==> src/rtl/filter_seq_ctrl_pkg.sv <==
// Shared definitions for the filter sequencing controller.
//   state_t        : FSM state encoding (also exported on the debug port)
//   COORD_W        : width of every x/y coordinate bus
//   calc_latency() : filter-enable cycles between a source pixel entering
//                    the row buffers and its filtered result appearing
package filter_seq_ctrl_pkg;

  typedef enum logic [2:0] {
    ST_IDLE   = 3'd0,
    ST_FILL   = 3'd1,
    ST_STREAM = 3'd2,
    ST_DRAIN  = 3'd3,
    ST_DONE   = 3'd4
  } state_t;

  localparam int COORD_W = 16;

  // Half a window of full lines plus half a window of pixels must be buffered
  // before the window is centred on pixel (0,0); PIPE adds datapath registers.
  function automatic int calc_latency(input int n, input int line_width, input int pipe);
    return (n / 2) * line_width + (n / 2) + pipe;
  endfunction

endpackage

==> src/rtl/filter_seq_ctrl_raster_counter.sv <==
// Raster-order x/y counter.
//   clk, rst : clock, synchronous active-high reset
//   clr      : return to (0,0) (takes priority over en)
//   en       : advance one position in raster order
//   x, y     : current position
//   last     : current position is (LINE_WIDTH-1, ROW_NUMBER-1)
// x runs 0..LINE_WIDTH-1; on wrap y increments, and y wraps after ROW_NUMBER-1.
module filter_seq_ctrl_raster_counter
  import filter_seq_ctrl_pkg::*;
#(
  parameter int LINE_WIDTH = 640,
  parameter int ROW_NUMBER = 480
) (
  input  logic               clk,
  input  logic               rst,
  input  logic               clr,
  input  logic               en,
  output logic [COORD_W-1:0] x,
  output logic [COORD_W-1:0] y,
  output logic               last
);

  localparam logic [COORD_W-1:0] X_MAX = COORD_W'(LINE_WIDTH - 1);
  localparam logic [COORD_W-1:0] Y_MAX = COORD_W'(ROW_NUMBER - 1);

  logic [COORD_W-1:0] x_q, x_d;
  logic [COORD_W-1:0] y_q, y_d;

  always_comb begin
    x_d = x_q;
    y_d = y_q;
    if (clr) begin
      x_d = '0;
      y_d = '0;
    end else if (en) begin
      if (x_q == X_MAX) begin
        x_d = '0;
        y_d = (y_q == Y_MAX) ? '0 : y_q + 1'b1;
      end else begin
        x_d = x_q + 1'b1;
      end
    end
  end

  always_ff @(posedge clk) begin
    if (rst) begin
      x_q <= '0;
      y_q <= '0;
    end else begin
      x_q <= x_d;
      y_q <= y_d;
    end
  end

  assign x    = x_q;
  assign y    = y_q;
  assign last = (x_q == X_MAX) && (y_q == Y_MAX);

endmodule

==> src/rtl/filter_seq_ctrl.sv <==
// Sequencing controller for a windowed (NxN) image filter.
// Reads one frame in raster order, drives the row-buffer/filter clock enable,
// zero-pads after the last source pixel until every result has emerged, and
// tags each valid result with its coordinates and frame markers.
//
// Ports
//   clk, rst          : clock, synchronous active-high reset
//   start             : request one frame pass (honoured only in IDLE)
//   in_valid          : source pixel available this cycle
//   rd_en             : pixel at (x_in,y_in) consumed this cycle
//   x_in, y_in        : read coordinates
//   filt_en           : clock enable for row buffers and filter
//   pad               : filter input is zero padding this cycle
//   out_valid         : filter result valid this cycle
//   x_out, y_out      : coordinates of the current result
//   sof, eol, eof     : first pixel / end of line / end of frame (with out_valid)
//   busy, done        : pass in progress / one-cycle completion pulse
//   dbg_state         : current FSM state encoding
//
// Handshake: the source offers a pixel with in_valid; it is taken in exactly
// the cycles where rd_en is high (rd_en never asserts without in_valid), and
// a stalled source freezes every counter. During drain the source is ignored.
module filter_seq_ctrl
  import filter_seq_ctrl_pkg::*;
#(
  parameter int LINE_WIDTH = 640,
  parameter int ROW_NUMBER = 480,
  parameter int N          = 3,
  parameter int PIPE       = 1
) (
  input  logic               clk,
  input  logic               rst,
  input  logic               start,
  input  logic               in_valid,
  output logic               rd_en,
  output logic [COORD_W-1:0] x_in,
  output logic [COORD_W-1:0] y_in,
  output logic               filt_en,
  output logic               pad,
  output logic               out_valid,
  output logic [COORD_W-1:0] x_out,
  output logic [COORD_W-1:0] y_out,
  output logic               sof,
  output logic               eol,
  output logic               eof,
  output logic               busy,
  output logic               done,
  output logic [2:0]         dbg_state
);

  localparam int LATENCY = calc_latency(N, LINE_WIDTH, PIPE);
  localparam int TOTAL   = LINE_WIDTH * ROW_NUMBER;
  localparam int K_W     = $clog2(TOTAL + LATENCY + 1);

  localparam logic [K_W-1:0]     LAT_K  = K_W'(LATENCY);
  localparam logic [COORD_W-1:0] X_LAST = COORD_W'(LINE_WIDTH - 1);
  localparam logic [COORD_W-1:0] Y_LAST = COORD_W'(ROW_NUMBER - 1);

  state_t         state_q, state_d;
  logic [K_W-1:0] k_q, k_d;

  logic reading;
  logic draining;
  logic clr;
  logic rd_last;

  // Counters restart at the start of every pass so a previous pass (or an
  // abort) leaves nothing behind.
  assign clr      = (state_q == ST_IDLE) && start;
  assign reading  = (state_q == ST_FILL) || (state_q == ST_STREAM);
  assign draining = (state_q == ST_DRAIN);

  assign rd_en     = reading && in_valid;
  assign filt_en   = reading ? in_valid : draining;
  assign pad       = draining;
  assign out_valid = filt_en && (k_q >= LAT_K);
  assign busy      = reading || draining;
  assign done      = (state_q == ST_DONE);
  assign dbg_state = state_q;

  assign sof = out_valid && (x_out == '0) && (y_out == '0);
  assign eol = out_valid && (x_out == X_LAST);
  assign eof = eol && (y_out == Y_LAST);

  filter_seq_ctrl_raster_counter #(
    .LINE_WIDTH (LINE_WIDTH),
    .ROW_NUMBER (ROW_NUMBER)
  ) u_rd_cnt (
    .clk  (clk),
    .rst  (rst),
    .clr  (clr),
    .en   (rd_en),
    .x    (x_in),
    .y    (y_in),
    .last (rd_last)
  );

  // Result k-LATENCY is produced on the k-th enable, so the output counter
  // simply advances on every valid result.
  filter_seq_ctrl_raster_counter #(
    .LINE_WIDTH (LINE_WIDTH),
    .ROW_NUMBER (ROW_NUMBER)
  ) u_out_cnt (
    .clk  (clk),
    .rst  (rst),
    .clr  (clr),
    .en   (out_valid),
    .x    (x_out),
    .y    (y_out),
    .last ()
  );

  always_comb begin
    state_d = state_q;
    k_d     = k_q;
    if (clr) begin
      k_d = '0;
    end else if (filt_en) begin
      k_d = k_q + 1'b1;
    end
    case (state_q)
      ST_IDLE:   if (start) state_d = ST_FILL;
      // Reading the last pixel wins over the fill boundary so a frame that
      // ends exactly as fill completes goes straight to drain.
      ST_FILL: begin
        if (rd_en && rd_last) begin
          state_d = ST_DRAIN;
        end else if (filt_en && (k_q == LAT_K - 1'b1)) begin
          state_d = ST_STREAM;
        end
      end
      ST_STREAM: if (rd_en && rd_last) state_d = ST_DRAIN;
      ST_DRAIN:  if (out_valid && eof) state_d = ST_DONE;
      ST_DONE:   state_d = ST_IDLE;
      default:   state_d = ST_IDLE;
    endcase
  end

  always_ff @(posedge clk) begin
    if (rst) begin
      state_q <= ST_IDLE;
      k_q     <= '0;
    end else begin
      state_q <= state_d;
      k_q     <= k_d;
    end
  end

endmodule

==> config.mk <==
export PLATFORM = sky130hd
export DESIGN_NAME = filter_seq_ctrl
export DESIGN_NICKNAME = d
export VERILOG_FILES = /design/src/rtl/filter_seq_ctrl_pkg.sv /design/src/rtl/filter_seq_ctrl_raster_counter.sv /design/src/rtl/filter_seq_ctrl.sv
export SDC_FILE = /design/constraint.sdc
export NUM_CORES = 1
export LEC_CHECK = 0
export ABC_AREA = 0
export BUFFER_PORTS_ARGS = -buffer_cell sky130_fd_sc_hd__buf_2
export CAP_MARGIN = 0
export CELL_PAD_IN_SITES_DETAIL_PLACEMENT = 2
export CELL_PAD_IN_SITES_GLOBAL_PLACEMENT = 2
export CORE_MARGIN = 8
export CORE_UTILIZATION = 34
export CTS_BUF_LIST = sky130_fd_sc_hd__clkbuf_4 sky130_fd_sc_hd__clkbuf_8
export CTS_CLUSTER_SIZE = 40
export DETAILED_ROUTE_END_ITERATION = 12
export GPL_TIMING_DRIVEN = 0
export HOLD_SLACK_MARGIN = 0.05
export PLACE_DENSITY = 0.89
export REMOVE_ABC_BUFFERS = 1
export SLEW_MARGIN = 40
export SYNTH_ARGS = -nofsm -noshare
export SYNTH_HDL_FRONTEND = slang
export SYNTH_SLANG_ARGS = --single-unit
==> constraint.sdc <==
create_clock -name clk -period 2.7 [get_ports clk]
set_clock_uncertainty 0.15 [all_clocks]
set_input_delay 0.135 -clock clk [delete_from_list [all_inputs] [get_ports clk]]
set_output_delay 0.135 -clock clk [all_outputs]
set_load 0.1 [all_outputs]
Yosys cells after proc, flatten, opt, wreduce, memory -nomap -nowiden --
Index checks and enable logic that the tools add are counted.
Word-level totals: register bits 86, input port bits 4, output and inout port bits 76
Operators by class: add/subtract/negate cells 5, magnitude comparators 1, equality and inequality tests 13, muxes and demuxes 11, reductions and logical operators 20
Operators with widths (number):
- $add A16 B1 Y16 const B | 4
- $mux W16 | 4
- $eq A16 B10 Y1 const B | 2
- $eq A16 B9 Y1 const B | 2
- $logic_not A16 Y1 | 2
- $add A19 B1 Y19 const B | 1
- $eq A19 B10 Y1 const B | 1
- $ge A19 B10 Y1 const B | 1
- $mux W3 | 5
- $pmux W3 S4 | 1
- $logic_and A1 B1 Y1 | 11
- $eq A3 B2 Y1 const B | 2
- $ne A2 B1 Y1 const B | 2
- $reduce_and A2 Y1 | 2
- $reduce_and A4 Y1 | 1
- $eq A3 B1 Y1 const B | 1
- $eq A3 B3 Y1 const B | 1
- $logic_not A3 Y1 | 1
- $ne A3 B1 Y1 const B | 1
- $logic_or A1 B1 Y1 | 2
- $ne A2 B2 Y1 const B | 1
- $reduce_or A2 Y1 | 1
- $mux W1 | 1

Longest topological paths before layout --
word-level depth 9, depth in mapped cells 9

Hierarchy --
A second synthesis with hierarchy kept.
Second synthesis, totals: cell total of the unflattened synthesis 591, area, all modules 4870.9 um^2
Modules (own cells, without submodules):
- filter_seq_ctrl_raster_counter | instances 2, cells an instance 215, area each 1761.7 um^2, seq. area each 640.6 um^2
- filter_seq_ctrl | instances 1, cells an instance 161, area each 1347.5 um^2, seq. area each 440.4 um^2

Least setup slack after synthesis --
No wires, ideal clock.
path kind reg2out, start point register state_q[1] (netlist: dbg_state[1]), end point output port sof, data arrival time 4.196 ns, slack -1.781 ns, stages on the path, launching flop included 8, path through dfxtp_1 > clkbuf_2 > maj3_1 > nand2_1 > inv_1 > o21ai_0 > clkbuf_1 > nor3_1
On the way: longest elaborated chain between the ends 6, elaborated cells on any way between the ends 8, classes of those cells eq/ne (3); mux (1); reduce/logical (4)
RTL lines:
- start, declared | line filter_seq_ctrl.sv:59 | state_t state_q, state_d;
- start signal, assigned | line filter_seq_ctrl.sv:144 | state_q <= state_d;
- $eq A3 B1 Y1 / $eq A3 B2 Y1 (equally long branches) | line filter_seq_ctrl.sv:70 | assign reading = (state_q == ST_FILL) || (state_q == ST_STREAM);
- $logic_or A1 B1 Y1 | line filter_seq_ctrl.sv:70
- $mux W1 * | line filter_seq_ctrl.sv:74 | assign filt_en = reading ? in_valid : draining;
- $logic_and A1 B1 Y1 * | line filter_seq_ctrl.sv:76 | assign out_valid = filt_en && (k_q >= LAT_K);
- $logic_and A1 B1 Y1 * (2 in a row) | line filter_seq_ctrl.sv:81 | assign sof = out_valid && (x_out == '0) && (y_out == '0);
- end, declared | line filter_seq_ctrl.sv:43 | output logic sof,
Every way passes the cells marked *; elsewhere a longest branch is shown, timed or not.

Final worst setup path --
start point register k_q[0], end point output port eof
On the way: longest elaborated chain between the ends 4
RTL lines:
- start, declared | line filter_seq_ctrl.sv:60 | logic [K_W-1:0] k_q, k_d;
- start signal, assigned | line filter_seq_ctrl.sv:145 | k_q <= k_d;
- $ge A19 B10 Y1 | line filter_seq_ctrl.sv:76
- $logic_and A1 B1 Y1 | line filter_seq_ctrl.sv:76
- $logic_and A1 B1 Y1 | line filter_seq_ctrl.sv:82 | assign eol = out_valid && (x_out == X_LAST);
- $logic_and A1 B1 Y1 | line filter_seq_ctrl.sv:83 | assign eof = eol && (y_out == Y_LAST);
- end, declared | line filter_seq_ctrl.sv:45 | output logic eof,
Every way passes these cells.

==> results.py <==
metrics = {
    "global_routing": {
        "grt_pass1_vias": 4962,
        "grt_pass1_wl_um": 26260,
        "grt_max_degree": 27,
        "overflow": 0,
        "grt_usage": 0.1984,
        "antenna_found_initial": 0,
    },
    "timing": {
        "fmax_mhz": 374.8,
        "setup_slack_ns": 0.03165,
        "relSlewSlack": 0.4338,
        "setup_viol": 0,
        "slew_violations": 0,
        "layout_min_cycle_time_ns": 2.668,
        "tightest_slew_ns": 0.8278,
        "rsz0062_at_grt": "yes",
        "min_period_over_period": 0.9883,
        "hold_viol": 0,
    },
    "cts": {
        "cts.clk_slew.worst_paths_ns": 0.11,
        "cts_max_path_buffers": 2,
        "numClockSinks": 86,
        "cts_tree": "built",
        "cts_buffers": 9,
        "h-tree-depth": 3,
        "root_buffer": "clkbuf_8",
        "clock_latency_ns": 0.39,
    },
    "detailed_routing": {
        "drt-initial-drc-count": 233,
        "wirelength_um": 17230,
        "post_drt_wl_per_cell_um": 21.53,
        "ant_nets": 0,
        "first_pass_iters": 4,
        "drc": 0,
        "vias": 4554,
        "via_per_inst": 5.693,
    },
    "cells_and_area": {
        "area_delta_synth_final_pct": 22.80,
        "post-route-util": 0.4242,
        "drive_gt1_frac": 0.2070,
        "antenna_cells": 0,
        "nets": 636,
    },
    "power_and_ir_drop": {
        "p_sw_frac": 0.2436,
        "power.internal_mw": 1.785,
        "power.density_nw_per_um2": 442.7,
        "combinationalPowerShare": 0.037,
        "sequentialPowerShare": 0.539,
        "p_leak_nw": 1.973,
        "power_frac_clock": 0.424,
        "p_switching_mw": 0.5749,
        "vdd_ir_drop_max_mv": 0.2268,
    },
    "synthesis": {
        "synthTopCellsByCount": "86 x dfxtp_1, 65 x nor2_1, 40 x nand2_1, 35 x a21oi_1, 31 x xnor2_1",
        "ys_seq_area_frac": 0.3965,
        "syn_inst": 534,
        "async_flop_share": 0,
        "synth_cell_types": 46,
        "synth_top_area_cell": "dfxtp_1",
        "yosysMostFrequentCell": "dfxtp_1",
        "ys_seq_elements": 86,
        "avgSynthCellArea_um2": 8.130,
        "synth_area_leaders": "dfxtp_1 40%, xnor2_1 6.3%, nor2_1 5.6%",
        "synth_edf_count": 0,
        "synth.cell_area_um2": 4342,
        "synth_flop_cell": "dfxtp_1",
        "synth_top_area_share": 0.3965,
        "yosys_warnings": 0,
    },
    "floorplanning": {
        "die-area_um2": 16640,
        "die_x_um": 129,
        "core_area_um2": 12570,
        "initial_core_util": 0.3454,
        "ios": 80,
        "die-height_um": 129,
        "num_rows": 41,
    },
    "job": {
        "cap_viol_max_count": 0,
    },
    "min_path": {
        "holdPathEnd": "dbg_state[0]",
        "hp-class": "in2reg",
        "hp-start": "start",
        "hold_depth": 5,
    },
    "worst_setup_path": {
        "critical_path_arrival_ns": 2.38,
        "cpMaxStageDelayCell": "or4_1",
        "reg2regPathDepth": 8,
        "r2r-end": "u_out_cnt.y[7]",
        "cp_top_family": "compound AO/OA/AOI/OAI gates",
        "crit_chain": "inv_1 -> ha_1 -> or4_1 -> o21a_4 -> o211ai_4 -> nor2_1 -> buf_6",
        "crit_type": "reg2out",
        "rr_startpoint": "k_q[0]",
        "startpoint_type": "flip-flop",
        "crit_required_ns": 2.41,
        "rrSetupSlack_ns": 0.04,
        "slowest_delay_ns": 0.45,
        "endpoint_kind": "output port",
        "cp_num_buf_inv": 2,
        "cp_max_fo": 6,
    },
    "run_status": {
        "status": "complete, no violations",
    },
    "placement": {
        "pre_cts_ws_ns": -0.2985,
        "place_congestion": 0.8081,
        "hpwl_um": 11070,
        "port_buffers": 79,
    },
}
[sequential cells by signal (all words and copies together) (netlist names)]
name / cells
u_out_cnt.x: 16
u_rd_cnt.y: 16
dbg_state: 3
k_q: 19
u_out_cnt.y: 16
u_rd_cnt.x: 16
[cell type report]
cell class / instances / area [um2]
Multi-Input combinational cell: 410 / 2571
Timing Repair inverter: 1 / 5.005
Inverter: 22 / 86.33
Timing Repair Buffer: 93 / 521.8
Sequential cell: 86 / 1723
Clock buffer: 13 / 166.4
Tap cell: 172 / 215.2
Clock inverter: 3 / 42.54
Fill cell: 1435 / 7237
[cells by family after synthesis]
logic type | count (synthesis) | synth area share
buffers and inverters | 38 | 0.03400
flip-flops | 86 | 0.3965
multiplexers | 1 | 0.002306
XOR/XNOR | 52 | 0.1049
adder cells (fa/ha/maj) | 10 | 0.02824
AO/OA/AOI/OAI | 85 | 0.1150
AND/OR/NAND/NOR | 262 | 0.3190
[power by group through the flow]
stage | Sequential (mW) | Combinational [mW] | Clock, mW
floorplan | 1.31 | 0.0439 | 0
global placement | 1.30 | 0.0736 | 0
detailed placement | 1.30 | 0.0763 | 0
CTS | 1.27 | 0.0808 | 1.01
global route | 1.27 | 0.0923 | 1.07
finish | 1.27 | 0.0872 | 1.00
[how the worst max path moves through the flow]
stage,start,end,slack [ns],cells after the start
3_5_place_dp,dbg_state[1],u_out_cnt.y[12],-0.30,6
5_1_grt,k_q[0],u_out_cnt.y[4],-0.11,8
6_report,k_q[0],eof,0.03,7
2_1_floorplan,dbg_state[1],sof,-2.84,5
3_3_place_gp,k_q[0],sof,-0.62,7
4_1_cts,dbg_state[0],eol,-0.01,6
[routing by layer]
layer  vias to the layer above  GRT usage  share of wire
li1                       2102          -              -
met5                         -          0              0
met2                       115     0.3507           0.50
met4                         0     0.1044          0.041
met3                        52    0.03103          0.039
met1                      2285     0.2256           0.42
[metrics by stage]
stage	power [mW]	cell area (um2)	TNS, ns	cells	hold WS, ns
detailed placement	1.378	4900	-9.511	769	0.3409
CTS	2.358	5223	-0.009518	791	0.1763
global route	2.435	5331	-0.9847	800	0.2819
finish	2.360	5331	0	800	0.2584
floorplan	1.352	4277	-49.45	518	0.1774
global placement	1.375	4887	-13.68	769	0.3256
[cells in the final DEF (no fill, tap or decap), drive strengths merged, types with 3 or more instances in the layout]
| cell type | n |
|---|---|
| a2111oi | 3 |
| o211ai | 4 |
| o31ai | 6 |
| xnor2 | 31 |
| nand3 | 30 |
| dfxtp | 86 |
| and4 | 8 |
| nor2 | 65 |
| clkbuf | 13 |
| and2 | 3 |
| ha | 9 |
| buf | 92 |
| o21ai | 27 |
| clkinvlp | 3 |
| or3 | 23 |
| nor3 | 13 |
| nand4b | 3 |
| a21oi | 35 |
| nor4b | 4 |
| and3 | 16 |
| xor2 | 21 |
| inv | 21 |
| o2111ai | 3 |
| nor4 | 23 |
| nand4 | 19 |
| nand2 | 40 |
| or4 | 8 |
[worst reg2reg max path, delay by kind of cell, from the launching register on]
kind                     cells  cell delay [ns]
flip-flops                   1             0.41
AND/OR/NAND/NOR              1             0.45
AO/OA/AOI/OAI                4             1.16
buffers and inverters        2             0.22
adder cells (fa/ha/maj)      1             0.20
[what timing repair did]
| item | 4_1_cts | 5_1_grt |
|---|---|---|
| gates resized for setup | 14 | 11 |
| buffers inserted | 5 | 8 |
| setup endpoints to repair | 65 | 49 |
| gates cloned | 0 | 1 |
| hold endpoints to repair | 3 | 0 |
| hold buffers | 1 | 0 |
| pin swaps | 2 | 2 |
Note: power is estimated with default switching activity, not from simulation.
